<file path="config.mk">
export PLATFORM = sky130hd
export DESIGN_NAME = instruction_fetch_unit
export DESIGN_NICKNAME = d
export VERILOG_FILES = /design/src/rtl/instruction_fetch_unit_pkg.sv /design/src/rtl/instruction_fetch_unit_pc_next_select.sv /design/src/rtl/instruction_fetch_unit.sv
export SDC_FILE = /design/constraint.sdc
export NUM_CORES = 1
export LEC_CHECK = 0
export ABC_CLOCK_PERIOD_IN_PS = 5000
export BUFFER_PORTS_ARGS = -buffer_cell sky130_fd_sc_hd__buf_4
export CORE_MARGIN = 2
export CORE_UTILIZATION = 47
export CTS_BUF_LIST = sky130_fd_sc_hd__clkbuf_8
export DETAILED_ROUTE_END_ITERATION = 6
export PLACE_DENSITY = 0.95
export SETUP_SLACK_MARGIN = 0.15
export SYNTH_ARGS = -nofsm -noshare
export SYNTH_HDL_FRONTEND = slang
export SYNTH_SLANG_ARGS = --single-unit
</file>
<file path="constraint.sdc">
create_clock -name clk -period 5 [get_ports clk]
set_input_delay 1 -clock clk [delete_from_list [all_inputs] [get_ports clk]]
set_output_delay 1 -clock clk [all_outputs]
set_load 0.05 [all_outputs]
</file>
<file path="src/rtl/instruction_fetch_unit_pkg.sv">
// fetch_pkg: shared fetch-stage types and default widths/constants
package fetch_pkg;
  localparam int FETCH_ADDR_WIDTH = 16;
  localparam int FETCH_INSTR_WIDTH = 16;
  localparam logic [FETCH_ADDR_WIDTH-1:0] FETCH_RESET_PC = 16'h0000;
  localparam int FETCH_PC_INC = 2;
  typedef enum logic {S_BOOT, S_RUN} state_t;
endpackage

</file>
<file path="src/rtl/instruction_fetch_unit_pc_next_select.sv">
// pc_next_select: picks the next PC with priority reset > branch > fire > hold
module pc_next_select
  import fetch_pkg::*;
#(
  parameter int ADDR_WIDTH = FETCH_ADDR_WIDTH,
  parameter logic [ADDR_WIDTH-1:0] RESET_PC = FETCH_RESET_PC,
  parameter int PC_INC = FETCH_PC_INC
) (
  input  logic                  reset,
  input  logic                  branch_valid,
  input  logic                  fire,
  input  logic [ADDR_WIDTH-1:0] current_pc,
  input  logic [ADDR_WIDTH-1:0] branch_target,
  output logic [ADDR_WIDTH-1:0] new_pc
);
  // branch targets are halfword aligned by clearing bit 0
  always_comb
    new_pc = reset        ? RESET_PC :
             branch_valid ? (branch_target & ~ADDR_WIDTH'(1)) :
             fire         ? current_pc + ADDR_WIDTH'(PC_INC) :
                            current_pc;
endmodule

</file>
<file path="src/rtl/instruction_fetch_unit.sv">
// instruction_fetch_unit: sequences an external PC register and fetches instructions with valid/ready output
module instruction_fetch_unit
  import fetch_pkg::*;
#(
  parameter int ADDR_WIDTH = FETCH_ADDR_WIDTH,
  parameter int INSTR_WIDTH = FETCH_INSTR_WIDTH,
  parameter logic [ADDR_WIDTH-1:0] RESET_PC = FETCH_RESET_PC,
  parameter int PC_INC = FETCH_PC_INC
) (
  input  logic                   clk,
  input  logic                   reset,
  input  logic [ADDR_WIDTH-1:0]  current_PC,
  output logic [ADDR_WIDTH-1:0]  new_PC,
  output logic                   imem_req,
  output logic [ADDR_WIDTH-1:0]  imem_addr,
  input  logic                   imem_ready,
  input  logic [INSTR_WIDTH-1:0] imem_rdata,
  output logic                   instr_valid,
  input  logic                   instr_ready,
  output logic [INSTR_WIDTH-1:0] instr,
  output logic [ADDR_WIDTH-1:0]  instr_pc,
  input  logic                   branch_valid,
  input  logic [ADDR_WIDTH-1:0]  branch_target
);
  state_t state, state_next;
  logic slot_free, fire;
  // boot lasts one cycle so the PC register can settle on RESET_PC before fetching
  always_comb begin
    state_next = (state == S_BOOT) ? S_RUN : state;
    slot_free = !instr_valid || instr_ready;
    imem_req = !reset && (state == S_RUN) && slot_free && !branch_valid;
    imem_addr = current_PC;
    fire = imem_req && imem_ready;
  end
  // state register and output slot; a branch flushes the slot even if accepted
  always_ff @(posedge clk) begin
    if (reset) begin
      state <= S_BOOT;
      instr_valid <= 1'b0;
      instr <= '0;
      instr_pc <= '0;
    end else begin
      state <= state_next;
      if (branch_valid) instr_valid <= 1'b0;
      else if (fire) begin
        instr <= imem_rdata;
        instr_pc <= current_PC;
        instr_valid <= 1'b1;
      end else instr_valid <= instr_valid && !instr_ready;
    end
  end
  pc_next_select #(
    .ADDR_WIDTH(ADDR_WIDTH),
    .RESET_PC(RESET_PC),
    .PC_INC(PC_INC)
  ) u_pc_next (
    .reset(reset),
    .branch_valid(branch_valid),
    .fire(fire),
    .current_pc(current_PC),
    .branch_target(branch_target),
    .new_pc(new_PC)
  );
endmodule

</file>
# Yosys cells after proc, flatten, opt, wreduce, memory -nomap -nowiden

Cells that the tools add are included.

Register bits: 34

Add/sub/neg operators: 1
Mux-type cells: 5
Bitwise gates (word level): 1
Reduce and logical (&&, ||, !) cells: 12

Operators by type and width:

| cell                  | count |
|---|---|
| $mux 16               | 3 |
| $add 16x2->16 const B | 1 |
| $logic_and 1x1->1     | 5 |
| $logic_not 1->1       | 4 |
| $mux 1                | 2 |
| $reduce_and 2->1      | 1 |
| $reduce_or 2->1       | 1 |
| $logic_or 1x1->1      | 1 |
| $not 1->1             | 1 |

# Logic depth before layout (Yosys ltp)

Gate-level depths: netlist of the first run.

Word-level depth: 8
Depth in mapped cells: 6
Mapped depth without buffers: 5

# Modules after synthesis

A second synthesis of the first run with hierarchy kept.

Cells, all modules: 261
Area total of the unflattened synthesis: 1996.9 um2

Modules (own cells, without submodules):

| module                 | times used | cells each | area an instance (um2) | sequential area each (um2) |
|---|---|---|---|---|
| instruction_fetch_unit | 1          | 172        | 1440.1                 | 680.7 |
| pc_next_select         | 1          | 89         | 556.8                  | 0.0 |

# Worst setup path before layout of the first run

No wires, ideal clock.

Path type: input-to-output
From: in reset
To: out new_PC[12]
Arrival: 3.332 ns
Required time: 4.000 ns
Path slack: 0.668 ns
Stages on the path: 5
Buffers on the path: 1
Cells stage by stage: buf_6 nor3b_4 nand3_2 or4_1 a311oi_1

Cells in the longest elaborated chain, start to end: 8

RTL lines:

| what                           | line                                        | text |
|---|---|---|
| start: declaration             | instruction_fetch_unit.sv:11                | `input logic reset,` |
| $logic_not 1->1                | instruction_fetch_unit.sv:31                | `imem_req = !reset && (state == S_RUN) && slot_free && !branch_valid;` |
| $logic_and 1x1->1 (3 in a row) | instruction_fetch_unit.sv:31                |  |
| $logic_and 1x1->1              | instruction_fetch_unit.sv:33                | `fire = imem_req && imem_ready;` |
| $mux 16                        | instruction_fetch_unit_pc_next_select.sv:20 | `fire ? current_pc + ADDR_WIDTH'(PC_INC) :` |
| $mux 16                        | instruction_fetch_unit_pc_next_select.sv:19 | `branch_valid ? (branch_target & ~ADDR_WIDTH'(1)) :` |
| $mux 16 *                      | instruction_fetch_unit_pc_next_select.sv:18 | `new_pc = reset ? RESET_PC :` |
| end: declaration               | instruction_fetch_unit.sv:13                | `output logic [ADDR_WIDTH-1:0] new_PC,` |

Every way passes the cells marked *; elsewhere a longest branch is shown, timed or not.

# Worst setup path in the final report of the first run

From: in reset
To: out new_PC[15]

Same word-level chain as after synthesis.

==> results by group, run 1 <==
Outcome
  • Outcome: finished clean

Drt
  • 1st-iter DRT viols: 134
  • Via/cell ratio: 5.16
  • DR WL/cell: 13.6 µm
  • DR pass1 iterations: 4
  • Vias: 2019
  • DR DRC count: 0
  • Final ANT Viol Nets: 0
  • DRT Wirelength: 5310 µm

Place
  • Gpl congestion: 0.842
  • Cell total after placement: 384
  • DP HPWL: 3970 µm
  • Port Buffers: 117

Finish
  • Final Non-Filler Cells: 391
  • Layout Utilization: 72.0%
  • Total Nets Final: 397
  • Fillcell total: 318
  • Antenna fix cells: 0
  • Layout Area Growth over Synthesis: 44.0%
  • Share of cells above drive strength 1: 37.6%

GRT
  • Tot GR Track Use: 24.0%
  • First-pass GRT wire length: 8210 µm
  • GRT overflow: 0
  • Pin count of the biggest net entering global routing: 52
  • Initial antenna violation count: 0
  • Vias in the first global route: 1834

Yosys
  • Synth top area share: 36.4%
  • Largest family of logic cells by synthesized area: simple AND/OR/NAND/NOR gates
  • Xor/xnor cell area share of the yosys netlist: 2.34%
  • Synth Area in Compound Gates: 18.6%
  • Seq cells post-synth: 34
  • Post-synthesis mux area share: 0.535%
  • Post-synthesis adder-cell area fraction: 0.669%
  • Syn_nets: 306
  • Simple-Gate Fraction of Synth Area: 30.5%
  • Cells after Synth: 252
  • Post-synth top area cell: dfxtp_1
  • Syn_area_per_cell: 7.42 µm²
  • Post-synth EDFFs: 0
  • Most used DFF post-synth: dfxtp_1
  • Synth area leaders: dfxtp_1, nand2_1, a21oi_1, buf_4, a311oi_1
  • Seq/Total Area, Yosys: 36.4%
  • Async SR Flop Fraction: 0%
  • Yosys warns: 0
  • Post-Synthesis Cell Area: 1870 µm²
  • Unique masters post-synth: 35

STA
  • Min cycle time layout: 3.83 ns
  • Final cycle utilization of the critical path: 76.6%
  • Highest clock rate: 261 MHz
  • Hold Vio Cnt, Final: 0
  • Measured slew at the worst slew-check pin: 1.12 ns
  • Slew Limit Fails: 0
  • Setup TNS: 0 ns
  • Clk_skew: 0.00583 ns
  • Unrepaired setup endpoints after global routing: false
  • Worst rel slew slack: 24.8%
  • Setup Viol. Count Final: 0

Run
  • Max cap viols: 0

Power
  • Peak VDD IR: 0.000200 V
  • Leak Pwr: 1.17 nW
  • PwrDens: 246 nW/µm²

Die
  • Core Area: 3740 µm²
  • DIE AREA: 4500 µm²
  • Num rows: 22
  • # IOs: 119
  • Initial core utilization: 50.0%
  • Chip width: 67.1 µm
  • Die Y: 67.1 µm

Setup path
  • Worst setup SP type: input pin
  • Crit path max fanout: 51
  • R2R setup slack: 2.89 ns
  • Start point of the critical path: reset
  • WS Path Type: in2out
  • Largest stage delay, worst path: 0.46 ns
  • Reg2reg path depth: 4
  • Slowest stage cell on the critical path: or4_1
  • Crit path DAT: 2.83 ns
  • Critical R2R Launch: state$_DFF_P_
  • Crit path cell chain: buf_4, nor3b_4, nand4_2, or4_1, a311oi_1, buf_4
  • CP most frequent cell: buf_4
  • Required @ worst endpoint: 4.00 ns
  • Reg2reg end: instr_pc[3]$_SDFFE_PP0P_
  • Setup crit end kind: primary output

CTS
  • Clk sinks: 34
  • Clock latency on the worst-skew pair: 0.28 ns
  • Hold-fix buffers at CTS: 0
  • CTS clock-pin slew for the worst setup and hold paths: 0.07 ns
  • Root Buffer: clkbuf_8
  • Post-CTS Repair Setup Buffers: 0
  • TritonCTS clock tree: built
  • Clk buf depth: 2
  • Num CTS Buffers: 5
  • Post-CTS Resized: 0
  • # H-tree levels: 2

Worst hold path
  • Worst Hold End: instr[3]$_SDFFE_PP0P_
  • Hold Startpoint: instr[3]$_SDFFE_PP0P_
  • Hold Crit Depth: 2
  • HP Class: reg2reg
-- critical path: cells and delay by family --
family / cells / cell delay (ns)
and+or+nand+nor: 3 / 1.01
buffers and inverters: 2 / 0.52
AOI/OAI and AO/OA: 1 / 0.29
-- where the power goes --
group / leakage [nW] / internal (mW) / switching [mW] / total, mW
combinational: 0.851 / 0.0678 / 0.130 / 0.198
clock: 0.0438 / 0.0932 / 0.0921 / 0.185
sequential: 0.276 / 0.277 / 0.00326 / 0.280
total: 1.17 / 0.438 / 0.225 / 0.663
-- logic make-up (layout without fill, tap and decap cells) --
group | after synthesis | after routing
AND/OR/NAND/NOR | 118 | 118
buffers and inverters | 36 | 127
flip-flops | 34 | 34
adder cells (fa/ha/maj) | 1 | 1
multiplexers | 1 | 1
XOR/XNOR | 5 | 5
AO/OA/AOI/OAI | 57 | 57
-- worst max-delay path by stage --
stage               slack, ns  cells after the start          to
floorplan                0.67                      5  new_PC[12]
global placement         1.19                      6  new_PC[15]
detailed placement       1.16                      6  new_PC[15]
CTS                      1.17                      6  new_PC[15]
global route             1.01                      6  new_PC[14]
finish                   1.17                      6  new_PC[15]
-- layout by cell type (no fill, tap or decap) --
cell type	instances
nand2b_1	1
dfxtp_1	34
buf_4	117
and4_1	1
a21boi_0	1
nor4bb_1	1
nor3b_4	1
nand3_2	1
or3_1	5
o21ai_0	6
nor2b_1	1
ha_1	1
nand2_1	68
a311oi_1	10
or4_1	4
and3_1	3
inv_1	3
and2_0	1
clkinv_2	2
nor3_1	1
nor2_1	18
nand4_2	1
mux2i_1	1
and2_1	2
a21oi_1	31
a211oi_1	5
xor2_1	4
o31ai_1	4
nand3_1	4
and4_4	1
clkbuf_8	5
nand4_1	3
xnor2_1	1
nand4_4	1
-- sequential cells by signal, indices dropped and copies added (netlist names) --
register	count
instr_valid	1
state	1
instr	16
instr_pc	16
-- through the flow --
stage | power [mW] | worst slack (ns) | area (µm²) | hold slack (ns)
floorplan | 0.414 | 0.668 | 1870 | 0.509
global placement | 0.481 | 1.19 | 2620 | 0.442
detailed placement | 0.485 | 1.16 | 2620 | 0.448
CTS | 0.671 | 1.17 | 2690 | 0.458
global route | 0.688 | 1.01 | 2690 | 0.475
finish | 0.663 | 1.17 | 2690 | 0.453
-- layout make-up --
type / instances / area [µm²] / share of cell area, %
clock inverters: 2 / 10.0 / 0.372
clock buffers: 5 / 68.8 / 2.55
repair buffers: 117 / 878 / 32.6
multi-input cells: 182 / 985 / 36.6
flip-flops and latches: 34 / 681 / 25.3
inverters: 3 / 11.3 / 0.418
well taps: 48 / 60.1 / 2.23
-- metal layers --
metal  vias up  part of all wire [%]  track usage (%)
li1       1039                     -                -
met1       892                    39             25.5
met2        80                    51             44.3
met3         8                   8.7             5.74
met4         0                   1.3             10.5
met5         -                     0                0
-- cells in the mapped netlist, types with 5 or more instances --
master    count
or3_1         5
a311oi_1     10
dfxtp_1      34
nand2_1      68
a211oi_1      5
clkbuf_1     14
buf_4        16
nor2_1       18
a21oi_1      31
o21ai_0       6
Power figures use the tool's default switching activity.
==> run 2: changes to the inputs <==
- ABC_CLOCK_PERIOD_IN_PS: 5000 -> 3600
- CORE_UTILIZATION: 47 -> 44
- PLACE_DENSITY: 0.95 -> 0.92
- clock period: 5 -> 3.6 ns (I/O delays scaled with it)
==> run 2 against run 1 <==
First-iteration DRC count rose by 25%. Count of clock-buffer cells in the layout unchanged. Clock skew shrank 0.0019 ns. Sequential cell count is the same. Largest cell class unchanged. Non-clock buffer count increased by 5. Register-to-register slack worse by 1.1 ns. Wire length decreased by 2.8%. Hold slack improved by 0.0018 ns. Clock power increased by 40%. Largest power group unchanged. Via count increased by 0.99%.
==> results by group, run 2 (synthesized netlist as in run 1, its figures left out) <==
STA
  • Setup Viol. Count Final: 0 (unchanged)
  • Measured slew at the worst slew-check pin: 0.726 ns (-0.398 ns)
  • Min cycle time layout: 3.15 ns
  • Unrepaired setup endpoints after global routing: false
  • Hold Vio Cnt, Final: 0 (unchanged)
  • Final cycle utilization of the critical path: 87.6%
  • Setup TNS: 0 ns (unchanged)
  • Slew Limit Fails: 0 (unchanged)
  • Clk_skew: 0.00389 ns (-0.00194 ns)
  • Highest clock rate: 317 MHz
  • Worst rel slew slack: 51.6% (+27 points)

Place
  • DP HPWL: 3860 µm (-2.6%)
  • Gpl congestion: 0.800 (-5.0%)
  • Area post-placement: 2710 µm² (+3.7%)
  • Port Buffers: 117 (unchanged)

Setup path
  • Crit path DAT: 2.43 ns (-0.40 ns)
  • Worst Path Buf+Inv: 2 (unchanged)
  • Crit path max fanout: 9 (-82%)
  • Crit path cell chain: buf_4, ha_1, and4_1, nand4_2, or4_1, a311oi_2, buf_4
  • Worst path top cell family by delay: simple AND/OR/NAND/NOR gates
  • WS Path Type: in2out
  • Worst setup SP type: input pin
  • Largest stage delay, worst path: 0.48 ns (+0.02 ns)
  • CP most frequent cell: buf_4
  • Slowest stage cell on the critical path: or4_1
  • Setup crit end kind: primary output
  • Required @ worst endpoint: 2.88 ns (-1.12 ns)

Power
  • PwrDens: 334 nW/µm² (+36%)
  • Peak VDD IR: 0.000314 V (+57%)
  • Leak Pwr: 1.20 nW (+2.9%)

Drt
  • 1st-iter DRT viols: 167 (+25%)
  • DRT Wirelength: 5170 µm (-2.8%)
  • DR WL/cell: 13.0 µm (-4.5%)
  • Vias: 2039 (+0.99%)
  • DR DRC count: 0 (unchanged)
  • Final ANT Viol Nets: 0 (unchanged)
  • Via/cell ratio: 5.12 (-0.79%)
  • DR pass1 iterations: 4 (unchanged)

GRT
  • Pin count of the biggest net entering global routing: 51 (-1.9%)
  • First-pass GRT wire length: 8360 µm (+1.8%)
  • Tot GR Track Use: 20.9% (-3.1 points)
  • GRT overflow: 0 (unchanged)
  • Vias in the first global route: 1892 (+3.2%)
  • Initial antenna violation count: 0 (unchanged)

Finish
  • Most frequent cells in the layout: buf_4, nand2_1, dfxtp_1
  • Share of cells above drive strength 1: 41.1% (+3.5 points)
  • Layout Area Growth over Synthesis: 49.2%
  • Most common cell after layout, fill and taps aside: buf_4
  • Area taken by multi-input logic gates: 1040 µm² (+5.7%)
  • Area occupied by registers: 681 µm² (unchanged)
  • Total Nets Final: 402 (+1.3%)
  • Antenna fix cells: 0 (unchanged)
  • Fillcell total: 343 (+7.9%)
  • Biggest regs: instr: 16 flops, instr_pc: 16 flops
  • Final Cell Area: 2790 µm² (+3.6%)

CTS
  • Clock latency on the worst-skew pair: 0.28 ns (about the same)
  • Clk sinks: 34 (unchanged)
  • CTS clock-pin slew for the worst setup and hold paths: 0.06 ns (about the same)
  • Clk buf depth: 2 (unchanged)
  • TritonCTS clock tree: built
  • Post-CTS Resized: 0 (unchanged)
  • # H-tree levels: 2 (unchanged)
  • Num CTS Buffers: 5 (unchanged)
  • Post-CTS Repair Setup Buffers: 0 (unchanged)
  • Root Buffer: clkbuf_8
  • Hold-fix buffers at CTS: 0 (unchanged)

Run
  • Max cap viols: 0 (unchanged)

Outcome
  • Outcome: finished clean

Die
  • Chip width: 69.2 µm (+3.2%)
  • DIE AREA: 4790 µm² (+6.4%)
  • Core Area: 4060 µm² (+8.4%)
  • Initial core utilization: 46.1% (-3.9 points)
  • Num rows: 23 (+4.5%)
  • Die Y: 69.2 µm (+3.2%)
  • # IOs: 119 (unchanged)

Worst hold path
  • HP Class: reg2reg
==> run 2: final cells by class <==
class / count / share of cell area [%]
Timing Repair Buffer: 122 / 32.8
Tap cell: 50 / 2.24
Clock buffer: 5 / 2.47
Multi-Input combinational cell: 182 / 37.3
Inverter: 3 / 0.404
Sequential cell: 34 / 24.4
Clock inverter: 2 / 0.359
==> run 2: metrics by stage <==
step | total power, mW | instances | worst slack [ns] | utilization [%] | hold WS (ns)
floorplan | 0.581 | 252 | 0.229 | - | 0.509
global placement | 0.677 | 391 | 0.501 | 66.8 | 0.442
detailed placement | 0.681 | 391 | 0.449 | 66.8 | 0.447
CTS | 0.942 | 398 | 0.444 | 68.8 | 0.456
global route | 0.973 | 398 | 0.338 | 68.8 | 0.475
finish | 0.931 | 398 | 0.447 | 68.8 | 0.455
==> run 2: report_power, final <==
group | switching, mW | total [mW] | internal, mW
sequential | 0.00447 | 0.389 | 0.385
clock | 0.130 | 0.259 | 0.130
combinational | 0.183 | 0.283 | 0.100
==> run 2: worst register-to-register path, cell delays in order (launching register included) <==
cell and delay [ns]:
dfxtp_1 0.35, and2_0 0.37, and3_1 0.51, buf_4 0.32, nand2_1 0.08, a21oi_1 0.13
==> run 2: final timing paths <==
check	endpoint	start	slack, ns	cells past startpoint
max reg2reg	instr_pc[0]$_SDFFE_PP0P_	state$_DFF_P_	1.77	5
min reg2reg	instr_pc[2]$_SDFFE_PP0P_	instr_pc[2]$_SDFFE_PP0P_	0.46	2
max	new_PC[15]	current_PC[1]	0.45	7
min	instr_pc[2]$_SDFFE_PP0P_	instr_pc[2]$_SDFFE_PP0P_	0.46	2
==> run 2: routing by layer <==
metal / vias up / wire length, µm / GRT usage [%]
met1: 921 / 2140 / 24.3
met4: 0 / 76 / 8.50
li1: 1045 / - / -
met2: 68 / 2640 / 37.0
met5: - / 0 / 0
met3: 5 / 310 / 4.80
==> run 3: changes to the inputs <==
- PLACE_DENSITY: 0.92 -> 0.85
==> run 3 against run 2 <==
Fmax decreased by 0.18%. Power increased by 7.5%. Design area increased by 0.72%. Wire length increased by 1.3%. Via count increased by 1.7%. Non-clock buffer count decreased by 1. Cell count unchanged. Register-to-register slack got worse by 0.09 ns. Sequential share of layout area decreased by 0.17 points. Setup slack got worse by 0.0056 ns. Hold slack about the same. Critical path type unchanged. Largest cell class unchanged. Largest power group unchanged.
==> results by group, run 3 (synthesized netlist as in run 1, its figures left out) <==
Outcome
  • Outcome: finished clean

GRT
  • Vias in the first global route: 1958 (+3.5%)
  • GRT overflow: 0 (unchanged)
  • Initial antenna violation count: 0 (unchanged)
  • Tot GR Track Use: 22.1% (+1.1 points)
  • First-pass GRT wire length: 8910 µm (+6.6%)
  • Pin count of the biggest net entering global routing: 51 (unchanged)

STA
  • Unrepaired setup endpoints after global routing: false
  • Clk_skew: 0.00934 ns (+0.00545 ns)
  • Hold Vio Cnt, Final: 0 (unchanged)
  • Slew Limit Fails: 0 (unchanged)
  • Measured slew at the worst slew-check pin: 0.580 ns (-0.145 ns)
  • Worst setup margin: 0.441 ns (-0.00564 ns)
  • Setup Viol. Count Final: 0 (unchanged)
  • Highest clock rate: 317 MHz (-0.18%)
  • Setup TNS: 0 ns (unchanged)
  • Final cycle utilization of the critical path: 87.8% (+0.16 points)
  • Worst rel slew slack: 61.2% (+9.6 points)
  • Min cycle time layout: 3.16 ns (+0.00564 ns)

Setup path
  • Worst setup SP type: input pin
  • WS Path Type: in2out
  • Setup crit end kind: primary output
  • Crit path DAT: 2.44 ns (about the same)
  • Crit path max fanout: 9 (unchanged)
  • Required @ worst endpoint: 2.88 ns (about the same)

Die
  • # IOs: 119 (unchanged)
  • Core Area: 4060 µm² (unchanged)
  • Chip width: 69.2 µm (unchanged)
  • Num rows: 23 (unchanged)
  • DIE AREA: 4790 µm² (unchanged)
  • Die Y: 69.2 µm (unchanged)
  • Initial core utilization: 46.1% (unchanged)

Drt
  • 1st-iter DRT viols: 95 (-43%)
  • DR DRC count: 0 (unchanged)
  • DR WL/cell: 13.2 µm (+1.3%)
  • Final ANT Viol Nets: 0 (unchanged)
  • Via/cell ratio: 5.21 (+1.7%)
  • Vias: 2073 (+1.7%)
  • DR pass1 iterations: 4 (unchanged)
  • DRT Wirelength: 5230 µm (+1.3%)

CTS
  • Post-CTS Resized: 0 (unchanged)
  • # H-tree levels: 2 (unchanged)
  • Clk buf depth: 2 (unchanged)
  • Num CTS Buffers: 5 (unchanged)
  • TritonCTS clock tree: built
  • Clock latency on the worst-skew pair: 0.28 ns (about the same)
  • Root Buffer: clkbuf_8
  • Post-CTS Repair Setup Buffers: 0 (unchanged)
  • Clk sinks: 34 (unchanged)
  • CTS clock-pin slew for the worst setup and hold paths: 0.07 ns (about the same)
  • Hold-fix buffers at CTS: 0 (unchanged)

Finish
  • Final Cell Area: 2810 µm² (+0.72%)
  • Antenna fix cells: 0 (unchanged)
  • Fillcell total: 356 (+3.8%)
  • Area occupied by registers: 681 µm² (unchanged)
  • Area taken by multi-input logic gates: 1040 µm² (unchanged)
  • Biggest regs: instr: 16 flops, instr_pc: 16 flops
  • Most common cell after layout, fill and taps aside: buf_4
  • Share of cells above drive strength 1: 40.5% (-0.57 points)
  • Most frequent cells in the layout: buf_4, nand2_1, dfxtp_1
  • Layout Area Growth over Synthesis: 50.2%
  • Total Nets Final: 401 (-0.25%)

Power
  • Leak Pwr: 1.22 nW (+1.0%)
  • Sequential share of power: 38.9% (-2.9 points)
  • Psw: 0.316 mW (-0.34%)
  • Clock power share: 32.9% (+5.1 points)
  • Peak VDD IR: 0.000274 V (-13%)
  • PwrDens: 356 nW/µm² (+6.7%)
  • Sw frac: 31.5% (-2.5 points)
  • Combinational power share: 28.3% (-2.1 points)
  • Internal: 0.685 mW (+12%)

Place
  • Area post-placement: 2700 µm² (-0.28%)
  • Worst slack, placed: 0.462 ns (+0.0128 ns)
  • DP HPWL: 3970 µm (+2.7%)
  • Port Buffers: 117 (unchanged)
  • Gpl congestion: 0.780 (-2.6%)

Worst hold path
  • HP Class: reg2reg

Run
  • Max cap viols: 0 (unchanged)
run 3: critical path, stage by stage:
cell	delay (ns)
buf_4	0.11
ha_1	0.18
and4_1	0.23
nand4_2	0.22
or4_1	0.48
a311oi_2	0.26
buf_4	0.24
run 3: final cells by class:
cell class | count | share of cell area (%)
inverter | 3 | 0.401
multi-input combinational | 182 | 37.0
sequential | 34 | 24.2
clock buffer | 5 | 2.45
clock inverter | 3 | 1.34
timing repair buffer | 121 | 32.3
tap | 50 | 2.23
run 3: path summary, 6_finish.rpt:
kind,start,endpoint,slack (ns),cells after the start
setup reg to reg,state$_DFF_P_,instr[6]$_SDFFE_PP0P_,1.68,5
hold reg to reg,instr[13]$_SDFFE_PP0P_,instr[13]$_SDFFE_PP0P_,0.46,2
setup / recovery,current_PC[1],new_PC[15],0.44,7
hold / removal,instr[13]$_SDFFE_PP0P_,instr[13]$_SDFFE_PP0P_,0.46,2
run 3: routing by layer:
metal | wire length (µm) | vias up | part of all wire (%) | track usage, %
met4 | 78 | 0 | 1.5 | 7.84
met5 | 0 | - | 0 | 0
met1 | 2130 | 942 | 41 | 26.1
li1 | - | 1042 | - | -
met3 | 412 | 5 | 7.9 | 5.38
met2 | 2610 | 84 | 50 | 38.7
run 3: power by group through the flow:
| stage | Clock (mW) | Combinational, mW | Sequential (mW) |
|---|---|---|---|
| finish | 0.329 | 0.283 | 0.389 |
| global route | 0.357 | 0.299 | 0.390 |
| CTS | 0.341 | 0.284 | 0.389 |
| detailed placement | 0 | 0.283 | 0.397 |
| global placement | 0 | 0.281 | 0.397 |
| floorplan | 0 | 0.157 | 0.425 |
run 3: metrics by stage:
step / std cells / power (mW) / hold slack [ns] / utilization [%]
after CTS: 398 / 1.01 / 0.457 / 69.3
after global placement: 390 / 0.678 / 0.442 / 66.6
after global routing: 398 / 1.05 / 0.477 / 69.3
after floorplan: 252 / 0.581 / 0.509 / -
final: 398 / 1.00 / 0.455 / 69.3
after detailed placement: 390 / 0.681 / 0.447 / 66.6
